===== src/rtl/load_store_unit_if.sv =====
// Request/response handshake plus the DataMemory word port of the load/store unit.
// The master side is the environment: the requester and DataMemory together.
interface load_store_unit_if #(
   parameter int ADDR_BITS = 7
);
   logic                 ReqValid;
   logic                 ReqReady;
   logic                 ReqWrite;
   logic [1:0]           ReqSize;
   logic                 ReqSigned;
   logic [31:0]          ReqAddr;
   logic [31:0]          ReqWData;
   logic                 RspValid;
   logic [31:0]          RspData;
   logic                 RspError;
   logic [ADDR_BITS-1:0] Address;
   logic [31:0]          WriteData;
   logic                 MemRead;
   logic                 MemWrite;
   logic [31:0]          ReadData;

   modport master (
      output ReqValid, ReqWrite, ReqSize, ReqSigned, ReqAddr, ReqWData, ReadData,
      input  ReqReady, RspValid, RspData, RspError, Address, WriteData, MemRead, MemWrite
   );

   modport slave (
      input  ReqValid, ReqWrite, ReqSize, ReqSigned, ReqAddr, ReqWData, ReadData,
      output ReqReady, RspValid, RspData, RspError, Address, WriteData, MemRead, MemWrite
   );
endinterface


===== src/rtl/load_store_unit.sv =====
// Byte/half/word load-store front end for a word-only DataMemory.
// Sub-word stores do read-modify-write; every output comes straight from a flop.
//
// state | meaning
// IDLE  | ReqReady high, waiting for a request
// RD0   | MemRead, first read cycle
// RD1   | MemRead, ReadData captured at the end of this cycle
// WR    | MemWrite for exactly one cycle
// RSP   | RspValid pulse, then back to IDLE
module load_store_unit #(
   parameter int ADDR_BITS = 7
) (
   input logic             Clk,
   input logic             Reset,
   load_store_unit_if.slave bus
);
   typedef enum logic [2:0] {IDLE, RD0, RD1, WR, RSP} state_t;

   state_t               state_q, state_d;
   logic                 ready_q, ready_d;
   logic                 rsp_valid_q, rsp_valid_d;
   logic [31:0]          rsp_data_q, rsp_data_d;
   logic                 rsp_error_q, rsp_error_d;
   logic [ADDR_BITS-1:0] address_q, address_d;
   logic [31:0]          write_data_q, write_data_d;
   logic                 mem_read_q, mem_read_d;
   logic                 mem_write_q, mem_write_d;
   logic                 write_q, write_d;
   logic [1:0]           size_q, size_d;
   logic                 signed_q, signed_d;
   logic [1:0]           lane_q, lane_d;
   logic [15:0]          wdata_q, wdata_d;
   logic                 req_err;

   function automatic logic [31:0] merge_lane(input logic [31:0] word, input logic [15:0] wd,
                                              input logic [1:0] sz, input logic [1:0] lane);
      logic [31:0] m;
      m = word;
      if (sz == 2'b00) m[{lane, 3'b000} +: 8] = wd[7:0];
      else             m[{lane[1], 4'b0000} +: 16] = wd[15:0];
      return m;
   endfunction

   // Alignment is already guaranteed, so the byte shift also serves halfwords.
   function automatic logic [31:0] extract_lane(input logic [31:0] word, input logic [1:0] sz,
                                                input logic sgn, input logic [1:0] lane);
      logic [15:0] sh;
      sh = 16'(word >> {lane, 3'b000});
      case (sz)
         2'b00:   return {{24{sgn & sh[7]}}, sh[7:0]};
         2'b01:   return {{16{sgn & sh[15]}}, sh[15:0]};
         default: return word;
      endcase
   endfunction

   assign req_err = (bus.ReqSize == 2'b11)
                 || (bus.ReqSize == 2'b01 && bus.ReqAddr[0])
                 || (bus.ReqSize == 2'b10 && bus.ReqAddr[1:0] != 2'b00)
                 || ((bus.ReqAddr >> (ADDR_BITS + 2)) != 32'd0);

   always_comb begin
      state_d      = state_q;
      rsp_valid_d  = 1'b0;
      rsp_data_d   = 32'd0;
      rsp_error_d  = 1'b0;
      write_data_d = 32'd0;
      mem_read_d   = 1'b0;
      mem_write_d  = 1'b0;
      address_d    = address_q;
      write_d      = write_q;
      size_d       = size_q;
      signed_d     = signed_q;
      lane_d       = lane_q;
      wdata_d      = wdata_q;
      case (state_q)
         IDLE: begin
            if (bus.ReqValid) begin
               write_d   = bus.ReqWrite;
               size_d    = bus.ReqSize;
               signed_d  = bus.ReqSigned;
               lane_d    = bus.ReqAddr[1:0];
               wdata_d   = bus.ReqWData[15:0];
               address_d = bus.ReqAddr[ADDR_BITS+1:2];
               if (req_err) begin
                  state_d     = RSP;
                  rsp_valid_d = 1'b1;
                  rsp_error_d = 1'b1;
               end else if (bus.ReqWrite && bus.ReqSize == 2'b10) begin
                  state_d      = WR;
                  mem_write_d  = 1'b1;
                  write_data_d = bus.ReqWData;
               end else begin
                  state_d    = RD0;
                  mem_read_d = 1'b1;
               end
            end
         end
         RD0: begin
            state_d    = RD1;
            mem_read_d = 1'b1;
         end
         RD1: begin
            if (write_q) begin
               state_d      = WR;
               mem_write_d  = 1'b1;
               write_data_d = merge_lane(bus.ReadData, wdata_q, size_q, lane_q);
            end else begin
               state_d     = RSP;
               rsp_valid_d = 1'b1;
               rsp_data_d  = extract_lane(bus.ReadData, size_q, signed_q, lane_q);
            end
         end
         WR: begin
            state_d     = RSP;
            rsp_valid_d = 1'b1;
         end
         RSP:     state_d = IDLE;
         default: state_d = IDLE;
      endcase
      ready_d = (state_d == IDLE);
   end

   always_ff @(posedge Clk or posedge Reset) begin
      if (Reset) begin
         state_q      <= IDLE;
         ready_q      <= 1'b1;
         rsp_valid_q  <= 1'b0;
         rsp_data_q   <= 32'd0;
         rsp_error_q  <= 1'b0;
         address_q    <= '0;
         write_data_q <= 32'd0;
         mem_read_q   <= 1'b0;
         mem_write_q  <= 1'b0;
         write_q      <= 1'b0;
         size_q       <= 2'b00;
         signed_q     <= 1'b0;
         lane_q       <= 2'b00;
         wdata_q      <= 16'd0;
      end else begin
         state_q      <= state_d;
         ready_q      <= ready_d;
         rsp_valid_q  <= rsp_valid_d;
         rsp_data_q   <= rsp_data_d;
         rsp_error_q  <= rsp_error_d;
         address_q    <= address_d;
         write_data_q <= write_data_d;
         mem_read_q   <= mem_read_d;
         mem_write_q  <= mem_write_d;
         write_q      <= write_d;
         size_q       <= size_d;
         signed_q     <= signed_d;
         lane_q       <= lane_d;
         wdata_q      <= wdata_d;
      end
   end

   assign bus.ReqReady  = ready_q;
   assign bus.RspValid  = rsp_valid_q;
   assign bus.RspData   = rsp_data_q;
   assign bus.RspError  = rsp_error_q;
   assign bus.Address   = address_q;
   assign bus.WriteData = write_data_q;
   assign bus.MemRead   = mem_read_q;
   assign bus.MemWrite  = mem_write_q;
endmodule

===== src/flat_wrapper.sv =====
// flat-port wrapper written by rule: the top's interface ports become plain ports
module load_store_unit_flat 
#(
   parameter int ADDR_BITS = 7
)
  (Clk, Reset, bus_ReqValid, bus_ReqWrite, bus_ReqSize, bus_ReqSigned, bus_ReqAddr, bus_ReqWData, bus_ReadData, bus_ReqReady, bus_RspValid, bus_RspData, bus_RspError, bus_Address, bus_WriteData, bus_MemRead, bus_MemWrite);
  load_store_unit_if #(.ADDR_BITS(ADDR_BITS)) bus_i ();
  input logic Clk;
  input logic Reset;
  input wire logic [$bits(bus_i.ReqValid)-1:0] bus_ReqValid;
  input wire logic [$bits(bus_i.ReqWrite)-1:0] bus_ReqWrite;
  input wire logic [$bits(bus_i.ReqSize)-1:0] bus_ReqSize;
  input wire logic [$bits(bus_i.ReqSigned)-1:0] bus_ReqSigned;
  input wire logic [$bits(bus_i.ReqAddr)-1:0] bus_ReqAddr;
  input wire logic [$bits(bus_i.ReqWData)-1:0] bus_ReqWData;
  input wire logic [$bits(bus_i.ReadData)-1:0] bus_ReadData;
  output wire logic [$bits(bus_i.ReqReady)-1:0] bus_ReqReady;
  output wire logic [$bits(bus_i.RspValid)-1:0] bus_RspValid;
  output wire logic [$bits(bus_i.RspData)-1:0] bus_RspData;
  output wire logic [$bits(bus_i.RspError)-1:0] bus_RspError;
  output wire logic [$bits(bus_i.Address)-1:0] bus_Address;
  output wire logic [$bits(bus_i.WriteData)-1:0] bus_WriteData;
  output wire logic [$bits(bus_i.MemRead)-1:0] bus_MemRead;
  output wire logic [$bits(bus_i.MemWrite)-1:0] bus_MemWrite;
  assign bus_i.ReqValid = bus_ReqValid;
  assign bus_i.ReqWrite = bus_ReqWrite;
  assign bus_i.ReqSize = bus_ReqSize;
  assign bus_i.ReqSigned = bus_ReqSigned;
  assign bus_i.ReqAddr = bus_ReqAddr;
  assign bus_i.ReqWData = bus_ReqWData;
  assign bus_i.ReadData = bus_ReadData;
  assign bus_ReqReady = bus_i.ReqReady;
  assign bus_RspValid = bus_i.RspValid;
  assign bus_RspData = bus_i.RspData;
  assign bus_RspError = bus_i.RspError;
  assign bus_Address = bus_i.Address;
  assign bus_WriteData = bus_i.WriteData;
  assign bus_MemRead = bus_i.MemRead;
  assign bus_MemWrite = bus_i.MemWrite;
  load_store_unit #(.ADDR_BITS(ADDR_BITS)) u_core (.Clk(Clk), .Reset(Reset), .bus(bus_i));
endmodule

===== config.mk =====
export PLATFORM = sky130hd
export DESIGN_NAME = load_store_unit_flat
export DESIGN_NICKNAME = d
export VERILOG_FILES = /design/src/rtl/load_store_unit_if.sv /design/src/rtl/load_store_unit.sv /design/src/flat_wrapper.sv
export SDC_FILE = /design/constraint.sdc
export NUM_CORES = 1
export LEC_CHECK = 0
export CAP_MARGIN = 10
export CORE_MARGIN = 4
export CORE_UTILIZATION = 45
export DETAILED_ROUTE_END_ITERATION = 10
export PLACE_DENSITY = 0.77
export REMOVE_ABC_BUFFERS = 1
export SYNTH_ARGS = -nofsm -noshare
export SYNTH_HDL_FRONTEND = slang
export SYNTH_SLANG_ARGS = --single-unit
export TNS_END_PERCENT = 10

===== constraint.sdc =====
create_clock -name Clk -period 7.55 [get_ports Clk]
set_clock_uncertainty 0.05 [all_clocks]
set_input_delay 1.51 -clock Clk [delete_from_list [all_inputs] [get_ports Clk]]
set_output_delay 1.51 -clock Clk [all_outputs]
set_load 0.005 [all_outputs]

==> metrics, run 1 <==
fmax 294 MHz; Post-Syn Instances 502; synth unique cells 44; min-delay src u_core.bus.Address[3]$_DFFE_PP0P_; CP endpoint kind flop; IO buf count about 180; DRC 0; PwrDens 173 mW/mm^2; post-DP HPWL 11800 um; Clock Path Buffers 2; final design area excluding fillers 0.00710 mm^2; Die H between 100 and 150 um; HP Class reg2reg; TritonCTS clock tree done; IO Pins between 150 and 200; RSZ-0062 raised after global routing false; Slew Limit Fails 0; Final Hold Viols 0; Detail Route Antenna Nets 0; Worst-path clk slew 90 ps; Root Buffer clkbuf_8; Final Net Count roughly 770; Worst VDD drop about 0.1 mV; Final Power approximately 0.0012 W; r2r endpoint u_core.bus.WriteData[12]$_DFF_PP0_; gpl congestion 0.861; setup ws final 4150 ps; # setup viols final 0; Place WS 3790 ps; post-synthesis simple-gate area fraction 15.2%; post-synthesis mux area share 5.40%; setup TNS 0 ps; Vias about 4.8k; CTS Buf Count 9; kind of critical path in2reg; post_cts resized 0; Post-CTS Hold Fix Bufs 0; synth warn 0; CP arrival between 3000 and 4000 ps; crit start category primary input; global-route wire length before repair 25300 um; GRT overflow 0; post-CTS setup buffer count 0; Post-Route WL 16300 um; Layout area overhead 40.8%; min Tclk post-route 3400 ps; Die X 114 um; mean area per synthesized cell just over 10 um^2; Vias/cell 5.98; first-iteration detailed-routing DRC count ~360; Sink Count ~100; sequential share of the synthesized area 50.1%; Placement Cell Area approximately 0.0069 mm^2; Sequential Area 0.00253 mm^2; share of cells above drive strength 1 a little under a tenth; Synth Area in XOR/XNOR 0%; pin count of the biggest net entering global routing 61; R2R Setup Slk 4220 ps; WHS Path Cells 2; Slew HR approximately a fifth; CP Max Fanout 17; r2r startpoint u_core.lane_q[0]$_DFFE_PP0P_; Post-Synth Adder-Cell Area around 1.2%; Initial Utilization 46.4%; DR WL/cell ~20 um; worst skew pair latency 360 ps; Core Area 0.0109 mm^2; full die area 0.0130 mm^2; diodes inserted 0; hold endpoint u_core.bus.Address[3]$_DFFE_PP0P_; Compound-Gate Fraction of Synth Area 23.5%; number of fill cells in the layout 941; largest family of logic cells by synthesized area compound AO/OA/AOI/OAI gates; Worst-Margin Slew 1180 ps; Synth Register Bits between 100 and 150; minimum hold slack between 400 and 500 ps; drt pass-1 iters 5; Req. time, crit path 7690 ps; Mapped Area 0.00505 mm^2; Tcrit/Tclk final 45.1%; Total GRT Usage 24.9%; area of the multi-input gates roughly 0.0023 mm^2; Leakage approximately 3 nW; antenna violations before repair 0; status finished, final reports clean; vias in the first global route 4843; Max-Cap Viols 0; H-Tree Depth 3; reg2reg path depth 6; Rows 38
## state kept, by name (all words and copies together) (netlist names), 2 cells and up
name                  cells
u_core.bus.WriteData     32
u_core.state_q            3
u_core.lane_q             2
u_core.wdata_q           16
u_core.bus.Address        7
u_core.bus.RspData       32
u_core.size_q             2
## Yosys cell counts
cell	n	area (um^2)
and3_1	1	6.26
o22ai_1	10	62.6
nand4_1	1	6.26
and2_1	1	6.26
nor4b_2	1	15.0
o21ai_1	1	5.00
buf_1	5	18.8
o221a_2	7	78.8
nor4_1	5	31.3
ha_1	5	62.6
and4_1	1	8.76
o211a_1	1	10.0
nor3_1	5	25.0
buf_2	5	25.0
a211oi_2	3	37.5
a221oi_1	31	272
buf_4	1	7.51
inv_1	15	56.3
o32ai_1	8	70.1
nor3_2	1	10.0
nand4bb_1	1	11.3
a31o_2	16	140
nor2b_1	9	56.3
nand3_1	5	25.0
a21oi_1	9	45.0
o21bai_1	1	7.51
nand2b_1	2	12.5
a211oi_1	37	278
mux4_2	1	22.5
or2_2	2	12.5
nor2_1	12	45.0
dfstp_2	1	26.3
a21boi_4	1	18.8
dfrtp_1	100	2500
or3b_2	1	8.76
o21ai_0	14	70.1
nand3b_1	9	67.6
nand2_1	107	402
buf_6	1	11.3
a31oi_4	1	21.3
clkbuf_1	29	109
nor4bb_1	2	20.0
a32oi_1	8	70.1
mux2i_1	25	250
## critical path, stage by stage
cell	delay, ps
clkdlybuf4s50_1	530
mux4_2	540
a31oi_4	350
a21boi_4	510
a211oi_1	100
## how the worst max path moves through the flow
| stage | cells past startpoint | endpoint | slack [ps] | startpoint |
|---|---|---|---|---|
| 2_1_floorplan | 1 | u_core.bus.Address[0]$_DFFE_PP0P_ | 3340 | Reset |
| 3_3_place_gp | 5 | u_core.bus.RspData[15]$_DFF_PP0_ | 3850 | bus_ReadData[31] |
| 3_5_place_dp | 5 | u_core.bus.RspData[15]$_DFF_PP0_ | 3790 | bus_ReadData[15] |
| 4_1_cts | 5 | u_core.bus.RspData[15]$_DFF_PP0_ | 4180 | bus_ReadData[15] |
| 5_1_grt | 6 | u_core.bus.WriteData[15]$_DFF_PP0_ | 3990 | u_core.lane_q[0]$_DFFE_PP0P_ |
| 6_report | 5 | u_core.bus.RspData[26]$_DFF_PP0_ | 4150 | bus_ReadData[15] |
## per-stage QoR
step                      std cells  utilization (%)
after detailed placement        787             63.4
final                           802             65.2
after global placement          787             63.4
after CTS                       802             65.2
after global routing            802             65.2
after floorplan                 461                -
## kinds of logic (layout without fill, tap and decap cells)
| kind of cell | count (synthesis) | count (layout) |
|---|---|---|
| and+or+nand+nor | 166 | 166 |
| AOI/OAI and AO/OA | 148 | 148 |
| DFF | 101 | 101 |
| buffers and inverters | 56 | 216 |
| muxes | 26 | 26 |
| adders and majority gates | 5 | 5 |
## routing by layer
layer	share of wire, %	GRT usage (%)	wire length [um]	vias up
met5	0	0	0	-
met4	2.1	7.92	348	0
met3	9.1	6.58	1470	26
met2	48	40.7	7790	234
met1	41	32.6	6640	2358
li1	-	-	-	2176
## placed cells by master, fill, tap and decap left out, drive strengths merged, types with 2 or more instances in the layout
master	instances
mux2i	25
buf	8
a21oi	9
nor2	12
o22ai	10
a211oi	40
o21ai	15
clkdlybuf4s50	178
o221a	7
dfrtp	100
nor2b	9
clkbuf	11
inv	15
nor4	5
ha	5
a31o	16
nand3b	9
a32oi	8
nor3	6
o32ai	8
or2	2
nand2b	2
nand3	5
nand2	107
nor4bb	2
clkinv	2
a221oi	31
## cell type report
| cell class | instances | area share, % |
|---|---|---|
| Multi-Input combinational cell | 345 | 32.4 |
| Tap cell | 140 | 2.47 |
| Inverter | 15 | 0.828 |
| Timing Repair Buffer | 186 | 25.9 |
| Clock buffer | 11 | 2.13 |
| Sequential cell | 101 | 35.6 |
| Clock inverter | 4 | 0.669 |
## report_power, final
group	total (W)	internal (W)	switching [W]
Sequential	0.000596	0.000562	0.0000333
Combinational	0.000287	0.000127	0.000159
Clock	0.000349	0.000169	0.000181
(Power assumes the default switching activity.)
==> run 2: changes to the inputs <==
--- a/config.mk
+++ b/config.mk
@@ -7,9 +7,9 @@
 export LEC_CHECK = 0
 export CAP_MARGIN = 10
 export CORE_MARGIN = 4
-export CORE_UTILIZATION = 45
+export CORE_UTILIZATION = 41
 export DETAILED_ROUTE_END_ITERATION = 10
-export PLACE_DENSITY = 0.77
+export PLACE_DENSITY = 0.74
 export REMOVE_ABC_BUFFERS = 1
 export SYNTH_ARGS = -nofsm -noshare
 export SYNTH_HDL_FRONTEND = slang
==> constraint.sdc (replaced) <==
create_clock -name Clk -period 3 [get_ports Clk]
set_clock_uncertainty 0.05 [all_clocks]
set_input_delay 0.6 -clock Clk [delete_from_list [all_inputs] [get_ports Clk]]
set_output_delay 0.6 -clock Clk [all_outputs]
set_load 0.005 [all_outputs]
==> run 2 against run 1 <==
Sequential power increased to 2.5 times the previous value. Hold slack got worse by 3.3 ps. Combinational power increased to 2.7 times the previous value. Total power increased to 2.8 times the previous value. Clock power increased to 3.4 times the previous value. First-iteration DRC count increased by 52%. Flip-flop and latch count unchanged. Global-route usage decreased by 1.1 points. Critical endpoint is now u_core.bus.WriteData[10]$_DFF_PP0_. Clock-buffer cell count increased by 2. Design area increased by 3.6%. Wire length increased by 4.5%. Largest cell class unchanged.
==> metrics, run 2 (synthesis results as in run 1) <==
post_cts resized 0; fmax 406 MHz; Leakage 3.18 nW; Initial Utilization between 40% and 50%; HP Class reg2reg; Clock Path Buffers 2; Layout area overhead 45.8%; antenna violations before repair 0; PwrDens 469 mW/mm^2; Place WS 343 ps; DR WL/cell 20.6 um; Slew Limit Fails 0; diodes inserted 0; Die H 119 um; Root Buffer clkbuf_16; Core Area 0.0120 mm^2; Worst-path clk slew roughly 70 ps; Vias/cell between 5 and 6; Final Hold Viols 0; # setup viols final 0; Worst VDD drop 0.252 mV; H-Tree Depth 3; full die area 0.0142 mm^2; Post-Route WL approximately 17000 um; minimum hold slack 429 ps; Slew HR 56.8%; IO Pins 179; post-CTS setup buffer count 0; first-iteration detailed-routing DRC count 542; IO buf count 178; post-DP HPWL between 10000 and 15000 um; Sink Count 101; crit start category flop; Max-Cap Viols 0; TritonCTS clock tree done; Placement Cell Area 0.00706 mm^2; most common cell after layout, fill and taps aside clkdlybuf4s50_1; gpl congestion 0.902; share of cells above drive strength 1 10.8%; Die X 119 um; final design area excluding fillers 0.00736 mm^2; Vias approximately 5k; worst skew pair latency 340 ps; min Tclk post-route around 2500 ps; CTS Buf Count 9; kind of critical path reg2reg; CP endpoint kind flop; Detail Route Antenna Nets 0; status finished, final reports clean; Total GRT Usage 23.8%; global-route wire length before repair 26900 um; Tcrit/Tclk final roughly 82%; DRC 0; Worst-Margin Slew about 640 ps; Req. time, crit path 3170 ps; commonest cells after routing, fill and taps aside 178 x clkdlybuf4s50_1, 107 x nand2_1, 99 x dfrtp_1, 37 x a211oi_1, 31 x a221oi_1; vias in the first global route between 5k and 6k; Rows 40; final core occ between 60% and 70%; drt pass-1 iters 6; Final Net Count 780; CP Max Fanout 18; Post-CTS Hold Fix Bufs 0; RSZ-0062 raised after global routing false; pin count of the biggest net entering global routing 48; setup ws final 537 ps; GRT overflow 0; CP arrival about 2600 ps
[run 2: cell types whose count changed in the layout (fill, tap and decap cells not counted)]
cell,delta
buf_4,+11
clkbuf_1,+2
clkinv_2,-1
clkbuf_16,+9
clkinvlp_4,-1
clkbuf_8,-9
clkinv_4,+1
buf_12,+3
[run 2: worst max-delay path, stage by stage (launching register included)]
cell	delay, ps
dfrtp_2	590
inv_1	180
ha_1	370
nand2_1	60
nor3_1	380
buf_4	260
a221oi_1	90
o32ai_1	360
[run 2: per-stage QoR]
| stage | std cells | setup TNS, ps | power (W) |
|---|---|---|---|
| final | 824 | 0 | 0.00346 |
| after global routing | 824 | 0 | 0.00360 |
| after CTS | 824 | 0 | 0.00346 |
| after detailed placement | 808 | 0 | 0.00227 |
| after global placement | 808 | 0 | 0.00225 |
| after floorplan | 461 | -37680 | 0.00190 |
[run 2: final timing paths]
kind | endpoint | startpoint | depth (start not counted) | slack [ps]
worst max-delay path | u_core.bus.WriteData[10]$_DFF_PP0_ | u_core.lane_q[1]$_DFFE_PP0P_ | 7 | 540
worst min register to register | u_core.bus.Address[3]$_DFFE_PP0P_ | u_core.bus.Address[3]$_DFFE_PP0P_ | 2 | 430
worst min-delay path | u_core.bus.Address[3]$_DFFE_PP0P_ | u_core.bus.Address[3]$_DFFE_PP0P_ | 2 | 430
min in group asynchronous | u_core.bus.WriteData[15]$_DFF_PP0_ | Reset | 2 | 640
max in group asynchronous | u_core.bus.ReqReady$_DFF_PP1_ | Reset | 3 | 1600
worst max register to register | u_core.bus.WriteData[10]$_DFF_PP0_ | u_core.lane_q[1]$_DFFE_PP0P_ | 7 | 540
[run 2: power breakdown]
part / internal [W] / switching (W)
logic: 0.000343 / 0.000436
clock network: 0.000694 / 0.000498
registers: 0.00142 / 0.0000684
[run 2: cell type report]
cell class	instances	area, um^2
timing repair buffer	200	1980
inverter	15	58.8
clock inverter	3	43.8
clock buffer	13	260
multi-input combinational	345	2300
sequential	101	2530
tap	147	184
fill	1014	4650
[run 2: routing by layer]
layer	track usage, %	wire [um]
met1	30.2	6650
met2	39.3	8320
met3	6.22	1680
met4	8.47	332
met5	0	0
==> run 3: changes to the inputs <==
==> constraint.sdc (replaced) <==
create_clock -name Clk -period 2 [get_ports Clk]
set_clock_uncertainty 0.05 [all_clocks]
set_input_delay 0.4 -clock Clk [delete_from_list [all_inputs] [get_ports Clk]]
set_output_delay 0.4 -clock Clk [all_outputs]
set_load 0.005 [all_outputs]
==> run 3 against run 2 <==
Register-to-register slack lost 490 ps. Combinational power grew 67%. Wire length grew 2.5%. Critical endpoint is now u_core.bus.RspData[31]$_DFF_PP0_. Largest cell class unchanged.
==> metrics, run 3 (synthesis results as in run 1) <==
status finished, final reports clean; final design area excluding fillers 0.00770 mm^2; Layout area overhead 52.6%; Placement Cell Area 0.00732 mm^2; gpl congestion 0.857; setup TNS 0 ps; vias in the first global route 5163; antenna violations before repair 0; Place WS -366 ps; H-Tree Depth 3; kind of critical path reg2reg; Initial Utilization between 40% and 50%; Die X around 120 um; HP Class in2async; fmax 512 MHz; Total GRT Usage approximately 25%; CP endpoint kind flop; worst skew pair latency 350 ps; # setup viols final 0; DR WL/cell roughly 21 um; min Tclk post-route just under 2000 ps; Clock Path Buffers 2; Final Hold Viols 0; full die area approximately 0.014 mm^2; Req. time, crit path 2140 ps; DRC 0; PwrDens 713 mW/mm^2; Leakage between 3 and 4 nW; reg2reg path depth 6; CTS Buf Count 9; RSZ-0062 raised after global routing true; Detail Route Antenna Nets 0; CP Max Fanout 6; Root Buffer clkbuf_16; Post-Route WL 17400 um; Worst VDD drop 0.353 mV; minimum hold slack ~280 ps; setup ws final a little under 50 ps; IO buf count 178; first-iteration detailed-routing DRC count 501; Finished Layout Cells 849; post-DP HPWL 12700 um; placed cells 833; Slew HR 51.0%; Tcrit/Tclk final 97.6%; share of cells above drive strength 1 15.0%; Worst-path clk slew 70 ps; global-route wire length before repair 27500 um; TritonCTS clock tree done; Final Net Count 805; Core Area around 0.012 mm^2; Vias/cell around 5.9; most common cell after layout, fill and taps aside clkdlybuf4s50_1; commonest cells after routing, fill and taps aside 178 x clkdlybuf4s50_1, 107 x nand2_1, 99 x dfrtp_1, 37 x buf_4, 34 x a211oi_1; Vias 5014; pin count of the biggest net entering global routing between 40 and 50; Worst-Margin Slew 732 ps; drt pass-1 iters 5; GRT overflow 0; Rows 40; IO Pins between 150 and 200; crit start category flop; CP arrival between 2000 and 2500 ps; Max-Cap Viols 0; Die H 119 um; diodes inserted 0; Slew Limit Fails 0; Sink Count just over 100
## run 3: cell count changes in the layout (fill, tap and decap cells not counted), moves of 2 or more
cell / delta
a211oi_1: -3
clkbuf_8: +2
clkbuf_1: -2
buf_12: +6
buf_4: +18
a211oi_2: +3
## run 3: where the power goes
| part | switching [W] | internal [W] | leakage, nW | total, W |
|---|---|---|---|---|
| logic | 0.000701 | 0.000598 | 1.83 | 0.00130 |
| registers | 0.0000861 | 0.00213 | 1.35 | 0.00221 |
| clock network | 0.000751 | 0.00123 | 0.172 | 0.00198 |
| total | 0.00154 | 0.00396 | 3.35 | 0.00549 |
## run 3: area by class of cell
type,count,area (um^2)
Clock buffer,13,280
Multi-Input combinational cell,345,2330
Fill cell,980,4310
Inverter,15,58.8
Clock inverter,3,65.1
Sequential cell,101,2530
Timing Repair Buffer,225,2250
Tap cell,147,184
## run 3: stage by stage
step	power (W)	utilization (%)
after floorplan	0.00284	-
after global placement	0.00348	60.9
after detailed placement	0.00351	60.9
after CTS	0.00549	63.9
after global routing	0.00573	64.1
final	0.00549	64.1
## run 3: worst max-delay path: stages, from the launching register on
cell and delay, ps:
dfrtp_1 340, buf_4 160, mux4_2 570, a31oi_4 220, a21boi_4 230, buf_4 170
a211oi_1 50
## run 3: final timing paths
path	slack, ps	start	end
max	50	u_core.lane_q[0]$_DFFE_PP0P_	u_core.bus.RspData[31]$_DFF_PP0_
min	280	Reset	u_core.bus.WriteData[15]$_DFF_PP0_
max reg2reg	50	u_core.lane_q[0]$_DFFE_PP0P_	u_core.bus.RspData[31]$_DFF_PP0_
min reg2reg	430	u_core.bus.Address[1]$_DFFE_PP0P_	u_core.bus.Address[1]$_DFFE_PP0P_
max in group asynchronous	1090	Reset	u_core.bus.ReqReady$_DFF_PP1_
min in group Clk	430	u_core.bus.Address[1]$_DFFE_PP0P_	u_core.bus.Address[1]$_DFFE_PP0P_
## run 3: metal layers
layer	share of wire, %	track usage [%]	vias up
met5	0	0	-
met4	2.6	10.1	0
met3	8.8	5.70	34
met2	49	40.5	288
met1	39	31.4	2426
li1	-	-	2266
## run 3: repair_timing
item	CTS	global route
gates resized for setup	2	5
setup buffers	0	0
endpoints found under the hold margin	0	0
pin swaps	0	11
endpoints found under the setup margin	16	28
hold buffers	0	0
==> RTL change 1: new RTL, flow settings as in run 3 <==
`ADDR_BITS` is set to 7 in 3 places; all go to 8.
--- a/src/rtl/load_store_unit_if.sv
+++ b/src/rtl/load_store_unit_if.sv
@@ -2,5 +2,5 @@
 // The master side is the environment: the requester and DataMemory together.
 interface load_store_unit_if #(
-   parameter int ADDR_BITS = 7
+   parameter int ADDR_BITS = 8
 );
    logic                 ReqValid;
--- a/src/rtl/load_store_unit.sv
+++ b/src/rtl/load_store_unit.sv
@@ -9,5 +9,5 @@
 // RSP   | RspValid pulse, then back to IDLE
 module load_store_unit #(
-   parameter int ADDR_BITS = 7
+   parameter int ADDR_BITS = 8
 ) (
    input logic             Clk,
--- a/src/flat_wrapper.sv
+++ b/src/flat_wrapper.sv
@@ -2,5 +2,5 @@
 module load_store_unit_flat 
 #(
-   parameter int ADDR_BITS = 7
+   parameter int ADDR_BITS = 8
 )
   (Clk, Reset, bus_ReqValid, bus_ReqWrite, bus_ReqSize, bus_ReqSigned, bus_ReqAddr, bus_ReqWData, bus_ReadData, bus_ReqReady, bus_RspValid, bus_RspData, bus_RspError, bus_Address, bus_WriteData, bus_MemRead, bus_MemWrite);
Interface: changed (resized bus_Address); port bits go from 179 to 180. No check against the original RTL was run, so the function may have changed too.
==> RTL change 1 against run 3 <==
Critical path depth is the same; count of clock-buffer cells in the layout shrank 4; setup slack gained 14 ps; largest cell class unchanged; sequential power grew 2%; synthesized area shrank 2.3%; sequential cell count grew 1; non-clock buffer count is the same; wire length shrank 8.2%; total power shrank 6.7%; first-iteration DRC count shrank 29%; final area shrank 2.9%.
==> RTL change 1: results (changes against run 3) <==
routing:
  drtIter0Drc: 357  # -29%
  first_pass_iters: 5  # unchanged
  wire_per_inst_um: 19.3  # -5.8%
  vias_per_cell: 5.58  # -5.4%
global_route:
  grt_max_degree: 54  # +15%
  grt_pass1_vias: 4771  # -7.6%
  grt.total_usage_pct: 23.4  # -1.3 points
  grt_use_met3_pct: 4.37  # -1.3 points
  grt_use_met1_pct: 32.1  # +0.75 points
  use_met2_pct: 37.7  # -2.8 points
  antenna_found_initial: 0  # unchanged
  grt_first_pass_wirelength_um: 26200  # -5.0%
power_and_ir_drop:
  leakage_nw: 3.54  # +5.7%
  peakVddDrop_uv: 467  # +32%
  switching_share_pct: 28.6  # +0.61 points
placement:
  dp.final_hpwl_um: 12500  # -1.6%
  io_buffers: 179  # +0.56%
  globalplace.congestion: 0.888  # +3.6%
  post-place-ws_ps: -260  # +107 ps
setup_path:
  crit_family: "simple AND/OR/NAND/NOR gates"
  crit_fanout: 17  # +11
  max_stage_delay_ps: 540  # -30 ps
  slowest_stage: "or4_1"
logic_synthesis:
  yosysUniqueCellTypes: 54  # +23%
  ys_warn_count: 0  # unchanged
  synth_area_leaders: "dfrtp_1 (51%), nand2_1 (6.4%), mux2i_1 (5.5%)"
  synth_mux_area_share_pct: 5.71  # +0.31 points
  seq_area_frac_synth_pct: 51.8  # +1.7 points
  async_flop_share_pct: 100  # unchanged
  synth_fa_ha_area_share_pct: 1.27  # +0.030 points
  synth_xor_area_share_pct: 0.178  # +0.18 points
  synth_compound_area_share_pct: 20.9  # -2.6 points
  synth_commonest_cells: "dfrtp_1 (101), nand2_1 (84), mux2i_1 (27), a221oi_1 (24), clkbuf_1 (21)"
sta:
  max_slew_margin_pct: 64.2  # +13 points
min_path:
  hp-class: "input port to async pin"
final_layout:
  fillCellCount: 964  # -1.6%
  drive_gt1_share_pct: 12.3  # -2.7 points
  nets: 787  # -2.2%
status:
  status: "finished, final reports clean"
## RTL change 1: cell types whose count changed in the layout (fill, tap and decap cells not counted), moves of 9 or more
cell | run 3 | this run
a211oi_1 | 34 | 0
nand2_1 | 107 | 84
o21ai_1 | 0 | 17
a31o_2 | 16 | 0
and3_1 | 1 | 10
a21o_1 | 0 | 19
## RTL change 1: cells by family after synthesis
family	after synthesis
mux	28
buf+inv	50
fa+ha+maj	5
simple gates	154
xor+xnor	1
compound gates	137
flops	102
## RTL change 1: path summary, 6_finish.rpt
kind                                                   startpoint                            endpoint  slack, ps  cells past startpoint
worst min-delay path                                        Reset         u_core.state_q[1]$_DFF_PP0_        260                      2
max in group asynchronous                                   Reset        u_core.lane_q[1]$_DFFE_PP0P_       1120                      3
worst min register to register  u_core.bus.Address[0]$_DFFE_PP0P_   u_core.bus.Address[0]$_DFFE_PP0P_        430                      2
worst max register to register       u_core.lane_q[0]$_DFFE_PP0P_  u_core.bus.WriteData[19]$_DFF_PP0_         70                      7
worst max-delay path                              bus_ReqAddr[19]  u_core.bus.WriteData[29]$_DFF_PP0_         60                      6
min in group Clk                u_core.bus.Address[0]$_DFFE_PP0P_   u_core.bus.Address[0]$_DFFE_PP0P_        430                      2
## RTL change 1: area by class of cell
cell class | instances | area [sq um] | share of cell area (%)
clock buffer | 9 | 225 | 3.01
sequential | 102 | 2550 | 34.2
tap | 143 | 179 | 2.39
inverter | 16 | 62.6 | 0.837
multi-input combinational | 325 | 2170 | 29.1
clock inverter | 7 | 91.3 | 1.22
timing repair buffer | 225 | 2190 | 29.3
## RTL change 1: per-layer routing
layer  vias to the layer above  share of wire, %
met5                         -                 0
met3                        22               7.1
met2                       220                48
met1                      2234                43
met4                         0               1.6
li1                       2142                 -
## RTL change 1: through the flow
step	instances	total power [mW]	utilization, %	instance area (sq um)	setup TNS, ps
3_5_place_dp	811	3.32	61.5	7140	-7340
3_3_place_gp	811	3.30	61.5	7140	-6040
5_1_grt	827	5.37	64.4	7480	-237
2_1_floorplan	443	2.73	-	4770	-145540
4_1_cts	827	5.14	64.2	7450	0
6_report	827	5.12	64.4	7480	0
## RTL change 1: timing repair
action / in CTS / in global routing
resized for setup: 0 / 7
hold buffers: 0 / 0
setup endpoints to repair: 0 / 23
## RTL change 1: power groups by stage
stage	Clock, mW	Sequential, mW	Combinational (mW)
after CTS	1.85	2.25	1.03
after global routing	1.96	2.27	1.14
after global placement	0	2.29	1.01
after detailed placement	0	2.29	1.02
after floorplan	0	2.30	0.430
final	1.82	2.26	1.05
## RTL change 1: worst register-to-register path: stages (launching register included)
cell and delay, ps:
dfrtp_1 390, inv_2 100, ha_1 140, or3b_4 390, o41ai_4 320, buf_4 200, and3_4 180, a221o_1 100
==> RTL change 2: new RTL, flow settings as in run 3 <==
Without the edit above. Take the reset off `wdata_q` and load it in a clocked block of its own.
--- a/src/rtl/load_store_unit.sv
+++ b/src/rtl/load_store_unit.sv
@@ -136,5 +136,4 @@
          signed_q     <= 1'b0;
          lane_q       <= 2'b00;
-         wdata_q      <= 16'd0;
       end else begin
          state_q      <= state_d;
@@ -151,6 +150,9 @@
          signed_q     <= signed_d;
          lane_q       <= lane_d;
-         wdata_q      <= wdata_d;
       end
+   end
+
+   always_ff @(posedge Clk) begin
+      wdata_q <= wdata_d;
    end
 
Check against the original RTL: no difference found for any inputs over 10 cycles, from zero or initial values and one cycle with Reset high; that may be too few to reach the edited logic, so the function may still have changed.
==> RTL change 2 against run 3 <==
Die area down 0.47%; global-route usage down 1.2 points; sequential cell count unchanged; final area is 1.8% lower; fmax increased by 0.19%; synthesized area is 0.50% lower; setup slack gained 3.7 ps; total power decreased by 5.4%; wire length shrank 4.3%; largest power group unchanged.
==> RTL change 2: results (changes against run 3) <==
status:
  status: "finished, final reports clean"
sta:
  tightest_slew_ps: 620  # -112 ps
routing:
  drtIter0Drc: 399  # -20%
  vias: 4683  # -6.6%
  wl_met1_um: 6950  # +1.1%
  wire_per_inst_um: 20.7  # +0.77%
  wl_um: 16700  # -4.3%
  met2WireLength_um: 8070  # -5.7%
  wl_met3_um: 1130  # -26%
  first_pass_iters: 5  # unchanged
power_and_ir_drop:
  p_int_mw: 3.72  # -5.9%
  peakVddDrop_uv: 342  # -3.2%
  p_switching_mw: 1.48  # -4.0%
  leakage_nw: 3.22  # -4.0%
placement:
  dpl.cell_count: 790  # -5.2%
  dpl_cell_area_sq_um: 7230  # -1.2%
  dp.final_hpwl_um: 12200  # -3.5%
  globalplace.congestion: 0.880  # +2.7%
  post-place-ws_ps: -268  # +98.1 ps
final_layout:
  nets: 762  # -5.3%
  multi_input_area_share_pct: 29.3  # -0.95 points
  fillCellCount: 1017  # +3.8%
  multi_input_gates: 306  # -11%
  seqAreaFraction_pct: 34.5  # +1.7 points
  buffers_excl_clock: 219  # -2.7%
  drive_gt1_share_pct: 12.1  # -2.8 points
  clk_share_pct: 3.82  # -0.66 points
  syn_to_final_growth_pct: 50.6
  inverters: 17  # +2
  nClkBuffers: 13  # unchanged
  nonClkBufAreaFrac_pct: 29.1  # -0.18 points
global_route:
  grt_first_pass_wirelength_um: 26100  # -5.3%
  use_met2_pct: 37.6  # -2.9 points
  grt_use_met1_pct: 31.6  # +0.19 points
  grt_max_degree: 38  # -19%
  grt.total_usage_pct: 23.4  # -1.2 points
  grt_use_met3_pct: 3.88  # -1.8 points
  grt_pass1_vias: 4781  # -7.4%
logic_synthesis:
  async_flop_share_pct: 84.2  # -16 points
  synth_mux_area_share_pct: 8.62  # +3.2 points
  yosysUniqueCellTypes: 42  # -4.5%
  synth_compound_area_share_pct: 23.2  # -0.28 points
  synth-edff-count: 16  # +16
  syn_avg_cell_area_sq_um: 10.8  # +7.4%
  synth_fa_ha_area_share_pct: 1.25  # +0.0062 points
  seq_area_frac_synth_pct: 51.9  # +1.8 points
  synth_area_leaders: "dfrtp_1 (42%), edfxtp_1 (9.6%), mux2i_1 (8.2%)"
  synth_xor_area_share_pct: 0  # unchanged
  synth_commonest_cells: "dfrtp_1 (84), nand2_1 (55), a21oi_1 (41), mux2i_1 (41), a221oi_1 (39)"
setup_path:
  max_stage_delay_ps: 400  # -170 ps
  crit_fanout: 8  # +2
  slowest_stage: "dfrtp_1"
  crit_family: "compound AO/OA/AOI/OAI gates"
  arrival_ps: 2170  # +80 ps
clock_tree:
  cts-root-buf: "clkbuf_16"
  clk_pin_slew_ps: 70  # about the same
  cts_buffers: 9  # unchanged
min_path:
  hp-class: "input port to async pin"
die:
  core_sq_um: 12000  # unchanged
RTL change 2: worst paths after layout:
path / from / to / slack [ps] / depth (start not counted)
setup / recovery: u_core.lane_q[0]$_DFFE_PP0P_ / u_core.bus.WriteData[23]$_DFF_PP0_ / 50 / 7
hold / removal: Reset / u_core.size_q[1]$_DFFE_PP0P_ / 340 / 2
setup reg to reg: u_core.lane_q[0]$_DFFE_PP0P_ / u_core.bus.WriteData[23]$_DFF_PP0_ / 50 / 7
hold reg to reg: u_core.bus.Address[3]$_DFFE_PP0P_ / u_core.bus.Address[3]$_DFFE_PP0P_ / 430 / 2
max in group asynchronous: Reset / u_core.bus.ReqReady$_DFF_PP1_ / 1030 / 3
min in group Clk: u_core.bus.Address[3]$_DFFE_PP0P_ / u_core.bus.Address[3]$_DFFE_PP0P_ / 430 / 2
RTL change 2: what timing repair did:
item | CTS | global route
pin swaps | 0 | 2
resized for setup | 3 | 7
endpoints found under the setup margin | 8 | 47
